$ cat config.mk
export PLATFORM = sky130hd
export DESIGN_NAME = rsi_wilder_stream
export DESIGN_NICKNAME = d
export VERILOG_FILES = /design/src/rtl/rsi_wilder_stream.sv
export SDC_FILE = /design/constraint.sdc
export NUM_CORES = 1
export LEC_CHECK = 0
export ABC_AREA = 1
export CAP_MARGIN = 20
export CORE_ASPECT_RATIO = 0.75
export CORE_UTILIZATION = 55
export DETAILED_ROUTE_END_ITERATION = 16
export PLACE_DENSITY_LB_ADDON = 0.05
export SLEW_MARGIN = 10
export SYNTH_ARGS = -nofsm -noshare
export SYNTH_HDL_FRONTEND = slang
export SYNTH_SLANG_ARGS = --single-unit
$ cat constraint.sdc
create_clock -name i_clk -period 15.63 [get_ports i_clk]
set_clock_uncertainty 0.1 [all_clocks]
set_input_delay 1.563 -clock i_clk [delete_from_list [all_inputs] [get_ports i_clk]]
set_output_delay 1.563 -clock i_clk [all_outputs]
set_load 0.01 [all_outputs]
$ cat src/rtl/rsi_wilder_stream.sv
// Streaming Wilder RSI: accumulates N price deltas, then per sample smooths gain/loss
// sums and divides them into an RSI in uq8_8 (0.00..100.00) with one shared restoring divider.
module rsi_wilder_stream #(
  parameter int N = 14,
  parameter int W = 16
) (
  input  logic         i_clk,
  input  logic         i_rst,
  input  logic         i_clr,
  input  logic [W-1:0] i_curr_price,
  input  logic         i_valid_price,
  output logic         o_ready,
  output logic [15:0]  o_rsi_scaled,
  output logic         o_rsi_valid,
  output logic         o_warm
);

  localparam int A    = W + $clog2(N);
  localparam int NUMW = A + 15;

  localparam logic [A:0]  N_DEN    = (A+1)'(N);
  localparam logic [7:0]  N_K      = 8'(N);
  localparam logic [7:0]  A_CNT    = 8'(A);
  localparam logic [14:0] RSI_FULL = 15'd25600;
  localparam logic [15:0] RSI_MID  = 16'h3200;

  typedef enum logic [2:0] {
    S_FIRST = 3'd0,
    S_WARM  = 3'd1,
    S_DIVG  = 3'd2,
    S_DIVL  = 3'd3,
    S_UPD   = 3'd4,
    S_DIVR  = 3'd5,
    S_OUT   = 3'd6
  } state_t;

  logic [1:0]      r_rst_sync;
  logic            w_rst_n;

  state_t          r_state;
  logic            r_ready;
  logic            r_warm;
  logic            r_valid;
  logic            r_ld;
  logic            r_zero;
  logic [W-1:0]    r_prev;
  logic [W-1:0]    r_gain;
  logic [W-1:0]    r_loss;
  logic [A-1:0]    r_sg;
  logic [A-1:0]    r_sl;
  logic [A-1:0]    r_qg;
  logic [A-1:0]    r_quo;
  logic [A:0]      r_rem;
  logic [A:0]      r_den;
  logic [NUMW-1:0] r_num;
  logic [7:0]      r_k;
  logic [7:0]      r_cnt;
  logic [15:0]     r_rsi;

  logic            w_accept;
  logic            w_neg;
  logic [W-1:0]    w_gain;
  logic [W-1:0]    w_loss;
  logic [A-1:0]    w_sg_acc;
  logic [A-1:0]    w_sl_acc;
  logic [A-1:0]    w_sg_upd;
  logic [A-1:0]    w_sl_upd;
  logic [A-1:0]    w_ld_g;
  logic [A-1:0]    w_ld_l;
  logic [A:0]      w_tot;
  logic [NUMW-1:0] w_numr;
  logic [A+1:0]    w_trial;
  logic            w_ge;
  logic [A:0]      w_rem_step;
  logic [A-1:0]    w_quo_step;

  // Reset asserts immediately but is released only on a clock edge.
  always_ff @(posedge i_clk or negedge i_rst) begin
    if (!i_rst) begin
      r_rst_sync <= 2'b00;
    end else begin
      r_rst_sync <= {r_rst_sync[0], 1'b1};
    end
  end

  assign w_rst_n  = r_rst_sync[1];
  assign w_accept = i_valid_price & r_ready;

  assign w_neg    = (i_curr_price < r_prev);
  assign w_gain   = w_neg ? {W{1'b0}} : (i_curr_price - r_prev);
  assign w_loss   = w_neg ? (r_prev - i_curr_price) : {W{1'b0}};
  assign w_sg_acc = r_sg + A'(w_gain);
  assign w_sl_acc = r_sl + A'(w_loss);

  // Sums are held as N*average, so subtracting sum/N implements Wilder smoothing.
  assign w_sg_upd = r_sg - r_qg + A'(r_gain);
  assign w_sl_upd = r_sl - r_quo + A'(r_loss);

  assign w_ld_g   = (r_state == S_UPD) ? w_sg_upd : r_sg;
  assign w_ld_l   = (r_state == S_UPD) ? w_sl_upd : r_sl;
  assign w_tot    = {1'b0, w_ld_g} + {1'b0, w_ld_l};
  assign w_numr   = NUMW'(w_ld_g) * NUMW'(RSI_FULL);

  assign w_trial    = {r_rem, r_num[NUMW-1]};
  assign w_ge       = (w_trial >= {1'b0, r_den});
  assign w_rem_step = w_ge ? (A+1)'(w_trial - {1'b0, r_den}) : w_trial[A:0];
  assign w_quo_step = {r_quo[A-2:0], w_ge};

  // Control FSM with the shared divider datapath and all registered outputs.
  always_ff @(posedge i_clk or negedge w_rst_n) begin
    if (!w_rst_n) begin
      r_state <= S_FIRST;
      r_ready <= 1'b1;
      r_warm  <= 1'b0;
      r_valid <= 1'b0;
      r_ld    <= 1'b0;
      r_zero  <= 1'b0;
      r_prev  <= {W{1'b0}};
      r_gain  <= {W{1'b0}};
      r_loss  <= {W{1'b0}};
      r_sg    <= {A{1'b0}};
      r_sl    <= {A{1'b0}};
      r_qg    <= {A{1'b0}};
      r_quo   <= {A{1'b0}};
      r_rem   <= {(A+1){1'b0}};
      r_den   <= {(A+1){1'b0}};
      r_num   <= {NUMW{1'b0}};
      r_k     <= 8'd0;
      r_cnt   <= 8'd0;
      r_rsi   <= 16'h0000;
    end else if (i_clr) begin
      r_state <= S_FIRST;
      r_ready <= 1'b1;
      r_warm  <= 1'b0;
      r_valid <= 1'b0;
      r_ld    <= 1'b0;
      r_prev  <= {W{1'b0}};
      r_sg    <= {A{1'b0}};
      r_sl    <= {A{1'b0}};
      r_k     <= 8'd0;
      r_cnt   <= 8'd0;
    end else begin
      r_valid <= 1'b0;
      case (r_state)
        S_FIRST: begin
          if (w_accept) begin
            r_prev  <= i_curr_price;
            r_state <= S_WARM;
          end
        end
        S_WARM: begin
          if (w_accept) begin
            r_prev <= i_curr_price;
            if (r_warm) begin
              r_gain  <= w_gain;
              r_loss  <= w_loss;
              r_rem   <= {(A+1){1'b0}};
              r_num   <= {r_sg, 15'd0};
              r_den   <= N_DEN;
              r_cnt   <= A_CNT;
              r_ready <= 1'b0;
              r_state <= S_DIVG;
            end else begin
              r_sg <= w_sg_acc;
              r_sl <= w_sl_acc;
              r_k  <= r_k + 8'd1;
              if (r_k == N_K - 8'd1) begin
                r_warm  <= 1'b1;
                r_ld    <= 1'b1;
                r_ready <= 1'b0;
                r_state <= S_DIVR;
              end
            end
          end
        end
        S_DIVG: begin
          r_quo <= w_quo_step;
          if (r_cnt == 8'd1) begin
            r_qg    <= w_quo_step;
            r_rem   <= {(A+1){1'b0}};
            r_num   <= {r_sl, 15'd0};
            r_cnt   <= A_CNT;
            r_state <= S_DIVL;
          end else begin
            r_rem <= w_rem_step;
            r_num <= {r_num[NUMW-2:0], 1'b0};
            r_cnt <= r_cnt - 8'd1;
          end
        end
        S_DIVL: begin
          r_quo <= w_quo_step;
          r_rem <= w_rem_step;
          r_num <= {r_num[NUMW-2:0], 1'b0};
          r_cnt <= r_cnt - 8'd1;
          if (r_cnt == 8'd1) begin
            r_state <= S_UPD;
          end
        end
        S_UPD: begin
          r_sg    <= w_sg_upd;
          r_sl    <= w_sl_upd;
          r_rem   <= {2'b00, w_numr[NUMW-1:16]};
          r_num   <= {w_numr[15:0], {(A-1){1'b0}}};
          r_den   <= w_tot;
          r_zero  <= (w_tot == {(A+1){1'b0}});
          r_cnt   <= 8'd16;
          r_state <= S_DIVR;
        end
        S_DIVR: begin
          if (r_ld) begin
            // The Nth-delta path enters here with fresh sums and loads the divider first.
            r_rem  <= {2'b00, w_numr[NUMW-1:16]};
            r_num  <= {w_numr[15:0], {(A-1){1'b0}}};
            r_den  <= w_tot;
            r_zero <= (w_tot == {(A+1){1'b0}});
            r_cnt  <= 8'd16;
            r_ld   <= 1'b0;
          end else begin
            if (!r_zero) begin
              r_quo <= w_quo_step;
              r_rem <= w_rem_step;
              r_num <= {r_num[NUMW-2:0], 1'b0};
            end
            r_cnt <= r_cnt - 8'd1;
            if (r_cnt == 8'd1) begin
              r_state <= S_OUT;
            end
          end
        end
        S_OUT: begin
          r_rsi   <= r_zero ? RSI_MID : r_quo[15:0];
          r_valid <= 1'b1;
          r_ready <= 1'b1;
          r_state <= S_WARM;
        end
        default: begin
          r_state <= S_FIRST;
          r_ready <= 1'b1;
        end
      endcase
    end
  end

  assign o_ready      = r_ready;
  assign o_rsi_scaled = r_rsi;
  assign o_rsi_valid  = r_valid;
  assign o_warm       = r_warm;

endmodule

==> impl_metrics.tcl <==
set metrics [dict create \
    outcome "finished, final reports clean" \
    grt.overflow.total 0 \
    critPathLaunchType "flop" \
    critPathBufInv 3 \
    finalHoldViolations 0 \
    top_layer_used "met4" \
    h-tree-depth 1 \
    drt_iter0_markers 2535 \
    fill_cells 3653 \
    cts_setup_buffers 0 \
    critPathMaxFanout 5 \
    cp_data_arrival_time_ns 6.79 \
    numPortBuffers 38 \
    final_max_slew_viol_count 0 \
    min_period_ns 6.422 \
    vias 22200 \
    max_freq_mhz 155.7 \
    maxSlewHeadroom_pct 32.72 \
    syn_nets 3524 \
    drive_above_1_share_pct 3.522 \
    ys.flop_type "dfrtp_1" \
    dr.pass1.iters 6 \
    critical_path.top_delay_family "adder cells" \
    cts_tree "yes" \
    dr_wl_met3_mm 9.853 \
    initial_core_util_pct 55.75 \
    grt_setup_unrepaired "no" \
    yosysUniqueCellTypes 51 \
    cts_made_buffers 28 \
    drcViolationCount 0 \
    layout_common_cells "nand2_1 (760), inv_1 (559), o21ai_0 (316), nand3_1 (249), dfrtp_1 (230)" \
    layout_commonest_cell "nand2_1" \
    core-area_um2 39490 \
    synth_area_per_cell_um2 6.810 \
    hpwl_mm 61.96 \
    tritoncts_num_sinks 232 \
    r2r_slack_ns 9.21 \
    crit_type "flop to flop" \
    ant_nets 0 \
    hold_class "flop to flop" \
    design.die.area_um2 40840 \
    fin_hold_ws_ns 0.2653 \
    synth_edf_count 0 \
    required_ns 16.00 \
    place_congestion 1.093 \
    route.layer.met1.wl_mm 35.79 \
    max_slew.worst_pin.slew_ns 1.008 \
    n_antenna_cell 0 \
    ys_ff_latch 232 \
    grt_pass1_vias 20620 \
    antenna_found_initial 1 \
    ctsResizeCount 0 \
    clk_latency_ns 0.59 \
    die_x_um 233.0 \
    synthCells 3233 \
    cts-root-buf "clkbuf_16" \
    setup_viol 0 \
    chipHeight_um 175.3 \
    yosysWarnings 0 \
    area_growth_pct 8.155 \
    detail_route.wl_per_cell_um 20.48 \
    wl_met2_mm 29.83 \
    synth_area_um2 22020 \
    clockBufferDepth 3 \
    wirelength_mm 77.52 \
    rows 63 \
    crit_path_frequent_cell "nand2_1" \
    io_pins 39 \
    endpoint_kind "flop" \
    via_per_inst 5.865 \
    post-route-period-util_pct 41.09 \
    grt_pass1_wl_mm 118.9 \
    drv_cap 0 \
    yosysSeqAreaShare_pct 26.37 \
    cts_hold_buf 0 \
    grt_max_degree 69 \
    grt.total_usage_pct 38.18 \
    final_nets 3535 \
    cp_slowest_cell "fa_1" \
    slowest_delay_ns 0.57 \
    path_clk_slew_ns 0.06 \
    setup_tns_ns 0 \
    async_reset_ff_share_pct 100.0 \
]
per-stage QoR:
stage | cells | setup WS [ns] | utilization [%] | instance area [µm²]
after floorplan | 3233 | 8.588 | - | 22020
after global placement | 3731 | 8.982 | 57.86 | 22850
after detailed placement | 3731 | 8.988 | 57.86 | 22850
after CTS | 3782 | 9.536 | 60.21 | 23780
after global routing | 3785 | 8.947 | 60.30 | 23810
final | 3785 | 9.208 | 60.30 | 23810
sequential cells by signal (all words and copies together) (netlist names), 20 cells and up:
signal / count
r_sg: 20
r_num: 20
r_rem: 21
r_sl: 20
r_den: 21
r_quo: 20
r_qg: 20
path summary, 6_finish.rpt:
| path | start | to | cells past startpoint |
|---|---|---|---|
| hold reg to reg | r_rst_sync[0]$_DFF_PN0_ | r_rst_sync[1]$_DFF_PN0_ | 0 |
| setup reg to reg | r_sg[1]$_DFFE_PN0P_ | r_rem[7]$_DFFE_PN0P_ | 26 |
| setup / recovery | r_sg[1]$_DFFE_PN0P_ | r_rem[7]$_DFFE_PN0P_ | 26 |
| hold / removal | r_rst_sync[0]$_DFF_PN0_ | r_rst_sync[1]$_DFF_PN0_ | 0 |
| min in group asynchronous | r_rst_sync[1]$_DFF_PN0_ | r_den[20]$_DFFE_PN0P_ | 0 |
| max in group asynchronous | r_rst_sync[1]$_DFF_PN0_ | r_gain[9]$_DFFE_PN0P_ | 2 |
synth_stat cells (2+ instances only):
library cell | n | area, µm²
a22oi_1 | 10 | 75.07
clkbuf_1 | 45 | 168.9
buf_6 | 2 | 22.52
a31oi_1 | 10 | 62.56
ha_1 | 218 | 2728
nand3_1 | 249 | 1246
or2_2 | 16 | 100.1
inv_2 | 9 | 33.78
nor2_1 | 213 | 799.5
o21a_1 | 11 | 82.58
xnor2_1 | 17 | 148.9
nor2_2 | 4 | 25.02
nor4_1 | 7 | 43.79
a211oi_1 | 2 | 15.01
o31ai_1 | 4 | 30.03
a21oi_1 | 225 | 1126
nor2_4 | 4 | 45.04
nand4_1 | 37 | 231.5
buf_4 | 3 | 22.52
buf_2 | 26 | 130.1
o32ai_1 | 4 | 35.03
o21ai_1 | 6 | 30.03
o21bai_1 | 16 | 120.1
nand3b_1 | 22 | 165.2
a21o_1 | 18 | 135.1
xor2_1 | 42 | 367.9
a221oi_1 | 4 | 35.03
fa_1 | 53 | 1061
nand2_1 | 760 | 2853
o211ai_1 | 9 | 67.56
a21boi_0 | 7 | 52.55
inv_1 | 560 | 2102
nor3_1 | 33 | 165.2
o22ai_1 | 19 | 118.9
o21ai_0 | 316 | 1582
nand2_2 | 4 | 25.02
dfrtp_1 | 231 | 5781
o2111ai_1 | 4 | 35.03
final cells by class:
type	count	area (µm²)	area share, %
Tap cell	520	650.6	2.732
Clock buffer	38	788.3	3.310
Inverter	570	2140	8.985
Timing Repair Buffer	57	534.3	2.244
Sequential cell	232	5811	24.40
Clock inverter	13	141.4	0.5937
Multi-Input combinational cell	2355	13750	57.73
layer usage:
layer | vias to the layer above | track usage, %
li1 | 10540 | -
met1 | 10430 | 57.59
met2 | 1110 | 52.00
met3 | 118 | 12.16
met4 | 0 | 9.341
met5 | - | 0
cell families (layout without fill, tap and decap cells):
kind of cell / Yosys count / after routing / synth area share, %
xor+xnor: 59 / 59 / 2.347
other cells: 1 / 1 / 0.01703
compound gates: 669 / 669 / 16.61
fa+ha+maj: 271 / 271 / 17.21
buf+inv: 646 / 678 / 11.28
simple gates: 1355 / 1355 / 26.17
flops: 232 / 232 / 26.37
Power is left out: the tool's default activity adds up to more than one toggle a clock period on the data nets, which glitch-free logic cannot reach.
